### src/rtl/ps2_scan_decoder.sv
// PS/2 set-2 scan-code decoder with an event FIFO for the MIO keyboard port.
// Prefix bytes (E0 / F0 / E1) are folded into single {brk, ext, code} events.
// The events are queued in a first-word-fall-through FIFO that the CPU pops.
module ps2_scan_decoder #(
    parameter int unsigned DEPTH       = 8,
    parameter int unsigned TIMEOUT_CYC = 2000000
) (
    input  logic                     clk,
    input  logic                     RSTN,
    input  logic [7:0]               byte_in,
    input  logic                     byte_valid,
    input  logic                     rd_en,
    input  logic                     clr_ovf,
    output logic [9:0]               dout,
    output logic                     empty,
    output logic                     full,
    output logic [$clog2(DEPTH):0]   count,
    output logic                     ovf
);

    localparam int unsigned AW = $clog2(DEPTH);
    localparam int unsigned CW = AW + 1;
    localparam int unsigned TW = $clog2(TIMEOUT_CYC) + 1;

    typedef enum logic [2:0] {
        S_IDLE,
        S_EXT,
        S_BRK,
        S_EXT_BRK,
        S_PAUSE
    } state_t;

    state_t          state_q, state_d;
    logic [TW-1:0]   tcnt_q, tcnt_d;
    logic [2:0]      skip_q, skip_d;
    logic            push_req;
    logic [9:0]      push_data;
    logic            is_prefix;

    logic [9:0]      mem [DEPTH];
    logic [AW-1:0]   wptr_q, rptr_q;
    logic [CW-1:0]   cnt_q;
    logic [9:0]      dout_q;
    logic            ovf_q;
    logic            do_pop, do_push, drop;

    assign is_prefix = (byte_in == 8'hE0) || (byte_in == 8'hF0) || (byte_in == 8'hE1);

    // Decoder state, prefix timeout counter and Pause skip counter
    always_ff @(posedge clk or negedge RSTN) begin
        if (!RSTN) begin
            state_q <= S_IDLE;
            tcnt_q  <= '0;
            skip_q  <= '0;
        end else begin
            state_q <= state_d;
            tcnt_q  <= tcnt_d;
            skip_q  <= skip_d;
        end
    end

    // Next-state logic: byte consumption takes priority over the timeout
    always_comb begin
        state_d   = state_q;
        tcnt_d    = tcnt_q;
        skip_d    = skip_q;
        push_req  = 1'b0;
        push_data = '0;
        if (byte_valid) begin
            tcnt_d = '0;
            case (state_q)
                S_IDLE: begin
                    case (byte_in)
                        8'hE0: state_d = S_EXT;
                        8'hF0: state_d = S_BRK;
                        8'hE1: begin
                            state_d = S_PAUSE;
                            skip_d  = 3'd7;
                        end
                        // Keyboard acks / self-test / echo / resend / errors
                        8'hFA, 8'hAA, 8'hEE, 8'hFE, 8'h00, 8'hFF: ;
                        default: begin
                            push_req  = 1'b1;
                            push_data = {2'b00, byte_in};
                        end
                    endcase
                end
                S_EXT: begin
                    if (byte_in == 8'hF0) begin
                        state_d = S_EXT_BRK;
                    end else if (byte_in != 8'hE0 && byte_in != 8'hE1) begin
                        push_req  = 1'b1;
                        push_data = {2'b01, byte_in};
                        state_d   = S_IDLE;
                    end
                end
                S_BRK: begin
                    state_d = S_IDLE;
                    if (!is_prefix) begin
                        push_req  = 1'b1;
                        push_data = {2'b10, byte_in};
                    end
                end
                S_EXT_BRK: begin
                    state_d = S_IDLE;
                    if (!is_prefix) begin
                        push_req  = 1'b1;
                        push_data = {2'b11, byte_in};
                    end
                end
                S_PAUSE: begin
                    if (skip_q == 3'd1) begin
                        push_req  = 1'b1;
                        push_data = {2'b01, 8'hE1};
                        state_d   = S_IDLE;
                        skip_d    = '0;
                    end else begin
                        skip_d = skip_q - 3'd1;
                    end
                end
                default: state_d = S_IDLE;
            endcase
        end else if (state_q != S_IDLE) begin
            if (tcnt_q == TW'(TIMEOUT_CYC - 1)) begin
                state_d = S_IDLE;
                tcnt_d  = '0;
            end else begin
                tcnt_d = tcnt_q + TW'(1);
            end
        end
    end

    // A push into a full FIFO is accepted only when a pop frees a slot on the same edge
    assign do_pop  = rd_en && (cnt_q != '0);
    assign do_push = push_req && ((cnt_q != CW'(DEPTH)) || do_pop);
    assign drop    = push_req && !do_push;

    // FIFO storage (no reset needed; validity tracked by the count)
    always_ff @(posedge clk) begin
        if (do_push) begin
            mem[wptr_q] <= push_data;
        end
    end

    // FIFO pointers, count, registered head entry and sticky overflow flag
    always_ff @(posedge clk or negedge RSTN) begin
        if (!RSTN) begin
            wptr_q <= '0;
            rptr_q <= '0;
            cnt_q  <= '0;
            dout_q <= '0;
            ovf_q  <= 1'b0;
        end else begin
            if (do_push) wptr_q <= wptr_q + AW'(1);
            if (do_pop)  rptr_q <= rptr_q + AW'(1);
            case ({do_push, do_pop})
                2'b10:   cnt_q <= cnt_q + CW'(1);
                2'b01:   cnt_q <= cnt_q - CW'(1);
                default: cnt_q <= cnt_q;
            endcase
            // Head is kept in a register so it holds its last value once drained
            if (do_push && ((cnt_q == '0) || (cnt_q == CW'(1) && do_pop))) begin
                dout_q <= push_data;
            end else if (do_pop && (cnt_q > CW'(1))) begin
                dout_q <= mem[rptr_q + AW'(1)];
            end
            if (drop) begin
                ovf_q <= 1'b1;
            end else if (clr_ovf) begin
                ovf_q <= 1'b0;
            end
        end
    end

    assign dout  = dout_q;
    assign count = cnt_q;
    assign empty = (cnt_q == '0);
    assign full  = (cnt_q == CW'(DEPTH));
    assign ovf   = ovf_q;

endmodule

### config.mk
export PLATFORM = sky130hd
export DESIGN_NAME = ps2_scan_decoder
export DESIGN_NICKNAME = d
export VERILOG_FILES = /design/src/rtl/ps2_scan_decoder.sv
export SDC_FILE = /design/constraint.sdc
export NUM_CORES = 1
export LEC_CHECK = 0
export ABC_AREA = 0
export CORE_MARGIN = 2
export CORE_UTILIZATION = 35
export DETAILED_ROUTE_END_ITERATION = 6
export MAX_ROUTING_LAYER = met4
export PLACE_DENSITY = 0.57
export SYNTH_ARGS = -nofsm -noshare
export SYNTH_HDL_FRONTEND = slang
export SYNTH_SLANG_ARGS = --single-unit
### constraint.sdc
create_clock -name clk -period 5.4 [get_ports clk]
set_clock_uncertainty 0.1 [all_clocks]
set_input_delay 1.08 -clock clk [delete_from_list [all_inputs] [get_ports clk]]
set_output_delay 1.08 -clock clk [all_outputs]
set_load 0.05 [all_outputs]
==> results.py <==
metrics = {
    "status": {
        "status": "complete, no violations",
    },
    "die": {
        "coreArea_um2": 16700,
        "ios": 30,
        "dieWidth_um": 135,
        "chipHeight_um": 135,
        "initial_utilization": 0.361,
        "rows": 47,
        "die_area_um2": 18300,
    },
    "detailed_routing": {
        "via_per_inst": 5.22,
        "wirelength_um": 13000,
        "wl_per_cell_um": 18.0,
        "first_pass_iters": 5,
        "drt_iter0_drc": 285,
        "vias": 3761,
        "drc": 0,
        "drt.antenna.violating_nets": 0,
    },
    "timing": {
        "setup_viol_count_final": 0,
        "tns_ns": 0,
        "hold_viol": 0,
        "slew_viol_final": 0,
        "max_clock_freq_mhz": 258,
        "tightest_slew_ns": 1.33,
        "slew-limit-headroom": 0.105,
        "period_needed_ns": 3.88,
        "rsz0062_at_grt": "no",
        "min_period_over_period": 0.718,
        "whs_ns": 0.426,
    },
    "clock_tree": {
        "cts_hold_buf": 0,
        "post_cts_buffers": 0,
        "clkTransAtPathRegs_ns": 0.06,
        "clockRootBuffer": "clkbuf_16",
        "cts-resized-gates": 0,
        "cts_tree": "built",
        "htreeDepth": 4,
        "numCtsBuffers": 17,
        "clock_tree.buffer_depth": 2,
        "clock_sinks": 129,
        "insertion_delay_ns": 0.41,
    },
    "grt": {
        "grt_pass1_vias": 3850,
        "gr-total-overflow": 0,
        "grt_pass1_wl_um": 20700,
        "grt_usage": 0.155,
        "grt_antenna_before_repair": 0,
        "grt_start_max_net_pins": 50,
    },
    "final_layout": {
        "multiInputGateArea_um2": 2260,
        "layout_commonest_cell": "edfxtp_1",
        "drive_gt1_frac": 0.178,
        "synthToLayoutAreaGrowth_pct": 19.1,
        "final_area_um2": 7180,
        "fin_cells": 721,
        "layout_common_cells": "edfxtp_1 (80), dfrtp_1 (49), nor2_1 (37)",
        "fillers": 1564,
        "antennaDiodeCount": 0,
        "nNetsFinal": 510,
        "seq_area_um2": 3630,
    },
    "worst_setup_path": {
        "cp_num_buf_inv": 1,
        "r2r_cells": 10,
        "crit_type": "primary input to flop",
        "worstPathCellList": "clkdlybuf4s50_1 -> and3b_1 -> and3_1 -> nor2_1 -> a32oi_2 -> ha_1 -> nand4b_1 -> a21oi_1 -> xor2_1",
        "reg2reg_to": "count[3]",
        "path_max_fanout": 12,
        "cp_data_required_time_ns": 5.63,
        "regToRegStartpoint": "count[0]",
        "crit_family": "simple AND/OR/NAND/NOR gates",
        "critPathMaxStageDelay_ns": 0.59,
        "ff2ff_setup_slack_ns": 2.25,
        "cp.arrival_ns": 4.11,
        "worst_path_max_delay_cell": "clkdlybuf4s50_1",
        "startpoint_type": "primary input",
        "endpoint_kind": "flop",
    },
    "logic_synthesis": {
        "ys_types": 57,
        "synth-seq-cells": 129,
        "synthArstFlopShare": 0.380,
        "synth_cells": 446,
        "synth_edf_count": 80,
        "synth.avg_cell_area_um2": 13.5,
        "yosys_warnings": 0,
        "ys_seq_area_frac": 0.602,
        "synthFlopType": "edfxtp_1",
        "netlist_area_um2": 6030,
        "synth_nets": 468,
    },
    "place": {
        "placed_cells_incl_taps": 689,
        "dp_hpwl_um": 8400,
        "placed_area_um2": 6610,
        "portBuffers": 29,
        "globalplace.congestion": 0.786,
    },
    "flow_run": {
        "max-cap-violations": 0,
    },
    "power_and_ir_drop": {
        "ir_drop_mv": 0.241,
        "power_density_nw_per_um2": 520,
        "p_leak_nw": 2.72,
    },
    "worst_hold_path": {
        "hold_start": "rptr_q[1]",
        "hp-class": "flop to flop",
        "hold_path_depth": 1,
        "hold-path-endpoint": "rptr_q[1]",
    },
}
stage by stage:
step	utilization	setup WS (ns)	power, W
6_report	0.430	1.52	0.00373
5_1_grt	0.430	1.26	0.00393
4_1_cts	0.430	1.53	0.00379
3_5_place_dp	0.396	1.10	0.00267
3_3_place_gp	0.396	1.22	0.00265
2_1_floorplan	-	1.78	0.00228
how the worst max path moves through the flow:
stage,from,end,slack (ns),cells after the start
final,byte_in[2],count[3],1.52,9
after global routing,byte_in[6],count[3],1.26,9
after CTS,byte_in[2],count[3],1.53,9
after detailed placement,byte_in[2],count[3],1.10,9
after global placement,byte_in[6],count[2],1.22,9
after floorplan,byte_in[7],mem[2][0],1.78,6
cells by family (layout without fill, tap and decap cells):
kind of cell / after synthesis / after routing / share of synthesized area
AND/OR/NAND/NOR: 143 / 143 / 0.126
buffers and inverters: 37 / 92 / 0.0299
XOR/XNOR: 27 / 27 / 0.0405
adder cells (fa/ha/maj): 9 / 9 / 0.0187
AO/OA/AOI/OAI: 57 / 57 / 0.0662
flip-flops: 129 / 129 / 0.602
multiplexers: 44 / 44 / 0.117
layer usage:
layer,track usage,vias to the layer above,part of all wire
met5,-,-,0
met2,0.249,71,0.49
met1,0.200,1892,0.46
met3,0.0337,19,0.033
li1,-,1779,-
met4,0.0405,0,0.013
Yosys cell counts, types with 14 or more instances:
cell / n / share of area
edfxtp_1: 80 / 0.40
dfrtp_1: 49 / 0.20
nor2_1: 37 / 0.023
nand2_1: 22 / 0.014
mux4_2: 20 / 0.075
inv_1: 19 / 0.012
mux2i_1: 19 / 0.032
nand3_1: 16 / 0.013
a21oi_1: 15 / 0.012
xor2_1: 15 / 0.022
o21ai_0: 14 / 0.012
area by class of cell:
class                      instances  area share
sequential                       129       0.505
multi-input combinational        280       0.314
clock buffer                      17      0.0592
timing repair buffer              41      0.0523
tap                              220      0.0383
clock inverter                    15      0.0207
inverter                          19     0.00993
where the power goes:
part           internal [W]  switching [W]
logic              0.000565       0.000718
clock network      0.000646       0.000462
registers           0.00123       0.000114
flip-flops by register name, summed over array words and instances, names as in the netlist:
name	cells
skip_q	3
wptr_q	3
count	4
rptr_q	3
tcnt_q	22
ovf	1
state_q	3
dout	10
mem	80
worst register-to-register path, cell delays in order, from the launching register on:
cell	delay, ns
dfrtp_1	0.44
inv_1	0.11
ha_1	0.24
nand2_1	0.09
or3_1	0.43
and2_1	0.23
a32oi_2	0.58
ha_1	0.37
nand3_1	0.10
a21oi_1	0.20
xor2_1	0.17
No activity file was read; power rests on OpenSTA's default activity.
